[src/rtl/mux8_pkg.sv]
// Shared channel-index encoding for the eight-way collector and distributor.
// Both blocks import this package so that they agree on what each sel value means.
package mux8_pkg;

    localparam int NumCh    = 8;
    localparam int SelWidth = 3;

    typedef enum logic [SelWidth-1:0] {
        SEL_A = 3'd0,
        SEL_B = 3'd1,
        SEL_C = 3'd2,
        SEL_D = 3'd3,
        SEL_E = 3'd4,
        SEL_F = 3'd5,
        SEL_G = 3'd6,
        SEL_H = 3'd7
    } sel_e;

    // Modulo-8 increment; the 3-bit result wraps from 7 back to 0.
    function automatic logic [SelWidth-1:0] next_idx(input logic [SelWidth-1:0] idx);
        return idx + SelWidth'(1);
    endfunction

endpackage

[src/rtl/rr_arbiter8.sv]
// Combinational eight-way round-robin arbiter.
// It rotates the request vector so that ptr lands at bit 0, picks the lowest set bit, then rotates the index back.
module rr_arbiter8
    import mux8_pkg::*;
(
    input  logic [NumCh-1:0]    req,
    input  logic [SelWidth-1:0] ptr,
    output logic                gnt_valid,
    output logic [SelWidth-1:0] gnt_idx
);

    logic [2*NumCh-1:0]  dbl;
    logic [NumCh-1:0]    rot;
    logic [SelWidth-1:0] off;

    always_comb begin
        dbl       = {req, req} >> ptr;
        rot       = dbl[NumCh-1:0];
        off       = '0;
        gnt_valid = 1'b0;
        // Scanning downward leaves off at the lowest set bit, which is the nearest requester at or after ptr.
        for (int i = NumCh - 1; i >= 0; i--) begin
            if (rot[i]) begin
                gnt_valid = 1'b1;
                off       = SelWidth'(i);
            end
        end
        gnt_idx = off + ptr;
    end

endmodule

[src/rtl/rr_mux8_collector.sv]
// Eight-to-one round-robin collector with a one-entry registered output slot.
// A (sel, value) pair leaves on a valid/ready stream whose sel encoding matches the distributor's.
module rr_mux8_collector
    import mux8_pkg::*;
#(
    parameter int Width = 5
) (
    input  logic                clk_i,
    input  logic                rst_i,
    input  logic [Width-1:0]    a_i,
    input  logic [Width-1:0]    b_i,
    input  logic [Width-1:0]    c_i,
    input  logic [Width-1:0]    d_i,
    input  logic [Width-1:0]    e_i,
    input  logic [Width-1:0]    f_i,
    input  logic [Width-1:0]    g_i,
    input  logic [Width-1:0]    h_i,
    input  logic [NumCh-1:0]    valid_i,
    output logic [NumCh-1:0]    ready_o,
    output logic [SelWidth-1:0] sel_o,
    output logic [Width-1:0]    value_o,
    output logic                valid_o,
    input  logic                ready_i
);

    logic [Width-1:0]    chan [NumCh];
    logic [SelWidth-1:0] ptr;
    logic                gnt_valid;
    logic [SelWidth-1:0] gnt_idx;
    sel_e                gnt_sel;
    logic                slot_free;
    logic                accept;

    assign chan[0] = a_i;
    assign chan[1] = b_i;
    assign chan[2] = c_i;
    assign chan[3] = d_i;
    assign chan[4] = e_i;
    assign chan[5] = f_i;
    assign chan[6] = g_i;
    assign chan[7] = h_i;

    rr_arbiter8 u_arbiter (
        .req       (valid_i),
        .ptr       (ptr),
        .gnt_valid (gnt_valid),
        .gnt_idx   (gnt_idx)
    );

    assign gnt_sel   = sel_e'(gnt_idx);
    assign slot_free = !valid_o || ready_i;
    assign accept    = slot_free && gnt_valid;

    // ready_o is held low during reset because the emptied slot would otherwise look free.
    always_comb begin
        ready_o = '0;
        if (accept && !rst_i) begin
            ready_o[gnt_idx] = 1'b1;
        end
    end

    // If the slot drains and refills on the same edge, valid_o stays high, which sustains one transfer per cycle.
    always_ff @(posedge clk_i or posedge rst_i) begin
        if (rst_i) begin
            valid_o <= 1'b0;
            sel_o   <= '0;
            value_o <= '0;
            ptr     <= '0;
        end else if (accept) begin
            valid_o <= 1'b1;
            sel_o   <= gnt_sel;
            value_o <= chan[gnt_idx];
            ptr     <= next_idx(gnt_idx);
        end else if (ready_i) begin
            valid_o <= 1'b0;
        end
    end

endmodule

[config.mk]
export PLATFORM = sky130hd
export DESIGN_NAME = rr_mux8_collector
export DESIGN_NICKNAME = d
export VERILOG_FILES = /design/src/rtl/mux8_pkg.sv /design/src/rtl/rr_arbiter8.sv /design/src/rtl/rr_mux8_collector.sv
export SDC_FILE = /design/constraint.sdc
export NUM_CORES = 1
export LEC_CHECK = 0
export CAP_MARGIN = 15
export CORE_UTILIZATION = 40
export DETAILED_ROUTE_END_ITERATION = 7
export DONT_BUFFER_PORTS = 1
export RECOVER_POWER = 25
export SKIP_LAST_GASP = 1
export SLEW_MARGIN = 10
export SYNTH_ARGS = -nofsm -noshare
export SYNTH_HDL_FRONTEND = slang
export SYNTH_HIERARCHICAL = 1
export SYNTH_SLANG_ARGS = --single-unit
[constraint.sdc]
create_clock -name clk_i -period 3.7 [get_ports clk_i]
set_input_delay 0.185 -clock clk_i [delete_from_list [all_inputs] [get_ports clk_i]]
set_output_delay 0.185 -clock clk_i [all_outputs]
set_load 0.005 [all_outputs]
==> reports/summary.txt <==
Relative slew slack: 65.31%
Final #Nets: 219
Sequential fraction of the synthesis area: 19.26%
Post-route ant nets: 0
Vias: 1304
DRC: 0
Final core occ: 51.19%
Chip Height: 64.43 um
Post-synth EDFFs: 0
Largest net degree at the start of global routing: 29
WP buf/inv: 3
Htree depth: 1
Max rail drop VDD: 713.4 uV
Synth top area share: 21.19%
Final hold vios: 0
CP required: 3.51 ns
Fin crit share: 105.5%
Hold Path Class: in2reg
Post-layout min period: 3.904 ns
Ys async rst share: 100.0%
Failing checks: negative setup slack
Outcome: finished with violations
Hpwl dp: 2933 um
Critical path fanouts, max: 6
Routed wire per std cell: 18.48 um
Commonest cells in the synthesized netlist: mux2i_1 (33), a21oi_1 (14), dfrtp_1 (12)
Top Ports: 68
Power Density: 1445 nW/um2
Die area: 4151 um2
Pre-antenna DRT Iters: 4
Avg Synthesized Cell Area: 10.12 um2
Diodes inserted: 0
TritonCTS clock tree: yes
Final Max Slew Viols: 0
Crit path launch: ptr[1]
Worst Path Arrival: 3.72 ns
Initial antenna violation count: 0
GP Congestion: 0.8548
Synth warnings: 6
Die width: 64.43 um
Syn-to-layout area delta: 21.11%
Worst R2R Start: ptr[1]
Peak Freq: 0.2562 GHz
Final Setup Violations: 13
Type of origin of the critical path: flip-flop
Synth area leader: mux2i_1
Clock root buffer: clkbuf_8
Port Buf Inserts: 0
Mapped Cells: 154
Vias in the first global route: 1249
Clock-pin slew on the worst setup and hold paths: 0.05 ns
RSZ-0062 raised after global routing: yes
Slowest cell on crit path: mux4_2
# rows: 22
Final Total Pwr: 2.728 mW
Cell area after synthesis: 1559 um2
Maximum clock path buffer count: 2
Grt ovf: 0
Top-count cell post-synth: mux2i_1
Core ar.: 3689 um2
Clock Sinks: 12
Max-Cap Viols: 0
Syn nets: 208
Fin Hold WS: 0.3724 ns
Skew final: 0.001277 ns
Slew @ Worst Pin: 0.5197 ns
GRT Resource Usage Total: 18.56%
Top Family by Delay on Critical Path: multiplexers
CP endpoint kind: output pin
Critical path cell sequence: mux4_2 -> mux2_4 -> o311ai_2 -> and3_1 -> nor2_2 -> o31ai_2 -> ha_2 -> inv_2 -> fa_2 -> xor2_4 -> xnor2_4 -> buf_6 -> buf_4 -> nor4_4
Initial core utilization: 42.27%
Num CTS Buffers: 3
Distinct cells, synth: 44
Hold wc startpoint: g_i[1]
Top area cells in the synthesized netlist: mux2i_1 (21%), dfrtp_1 (19%), mux4_2 (16%)
Global-route wire length before repair: 6009 um
Share of layout cells above drive strength 1: 39.63%
DRT Wirelength: 3917 um
P_leak: 0.7575 nW
Ys flop type: dfrtp_1
Slowest stage delay, CP: 0.53 ns
#FFs+latches synth: 12
Crit path kind: reg2out
DR iter-0 viols: 43
Vias per cell: 6.151
Final worst slack: -0.2037 ns
Clock Latency Late Sink: 0.24 ns
==> flip-flops by register name, summed over array words and instances, names as in the netlist <==
| register | cells |
|---|---|
| value_o | 5 |
| ptr | 3 |
| sel_o | 3 |
| valid_o | 1 |
==> final timing paths <==
kind / end / slack [ns] / cells after the start
worst max register to register: value_o[2] / -0.20 / 14
worst max-delay path: ready_o[0] / -0.20 / 14
min in group asynchronous: ptr[0] / 0.42 / 2
worst min-delay path: value_o[1] / 0.37 / 3
worst min register to register: sel_o[0] / 0.53 / 1
max in group asynchronous: value_o[2] / 2.94 / 2
==> metal layers <==
layer  vias to the layer above  global-route usage (%)  part of all wire, %
li1                        605                       -                    -
met3                         6                   2.465                  3.2
met4                         0                   6.389                  1.1
met2                        36                   31.18                   54
met5                         -                       0                    0
met1                       657                   24.42                   42
==> power by group <==
part / total, mW / switching, mW / internal, mW
logic: 2.32 / 1.08 / 1.23
registers: 0.265 / 0.0615 / 0.203
clock network: 0.145 / 0.0507 / 0.0942
total: 2.73 / 1.20 / 1.53
==> stage by stage <==
stage	setup TNS [ns]	area (um2)	cells	worst slack, ns
3_5_place_dp	-0.8716	1653	201	-0.1790
5_1_grt	-3.262	1888	212	-0.3431
4_1_cts	-1.016	1821	208	-0.1345
6_report	-1.506	1888	212	-0.2037
2_1_floorplan	-0.1349	1585	154	-0.06743
3_3_place_gp	-0.2693	1653	201	-0.08806
==> worst reg2reg max path, stage by stage, from the launching register on <==
cell	delay, ns
dfrtp_1	0.40
mux4_2	0.53
mux2_4	0.28
o311ai_2	0.27
and3_1	0.23
nor2_2	0.05
o31ai_2	0.20
ha_2	0.22
inv_2	0.04
fa_2	0.37
xor2_4	0.18
xnor2_4	0.20
buf_6	0.16
mux4_2	0.54
a21oi_2	0.15
==> cells by family after synthesis <==
group / share of synthesized area, %
flip-flops: 19.26
AND/OR/NAND/NOR: 12.04
adder cells (fa/ha/maj): 2.889
buffers and inverters: 7.624
XOR/XNOR: 1.686
AO/OA/AOI/OAI: 11.72
multiplexers: 44.78
==> timing repair <==
item / CTS / global route
hold buffers: 1 / 0
endpoints found under the hold margin: 12 / 0
setup endpoints to repair: 13 / 13
gates cloned: 0 / 0
resized for setup: 15 / 14
pin swaps: 4 / 9
buffers inserted: 2 / 4
==> layout by cell type, fill, tap and decap left out, types with 2 or more instances in the layout <==
cell,count
mux2i_1,33
buf_4,14
mux4_2,12
dfrtp_1,12
a21oi_1,9
nor2_1,6
a21oi_2,5
mux2_2,5
nand2b_1,4
clkbuf_8,4
buf_6,4
inv_1,3
nor2_2,3
nand2_1,3
and2_1,2
nor3_2,2
nor3_1,2
inv_2,2
o32ai_1,2
o21a_1,2
nor3b_1,2
==> final cells by class <==
type / instances / area [um2]
Fill cell: 358 / 1800
Inverter: 6 / 22.52
Multi-Input combinational cell: 122 / 1270
Sequential cell: 12 / 300.3
Clock buffer: 4 / 55.05
Timing Repair Buffer: 20 / 180.2
Tap cell: 48 / 60.06
No activity file was read; power rests on OpenSTA's default activity.
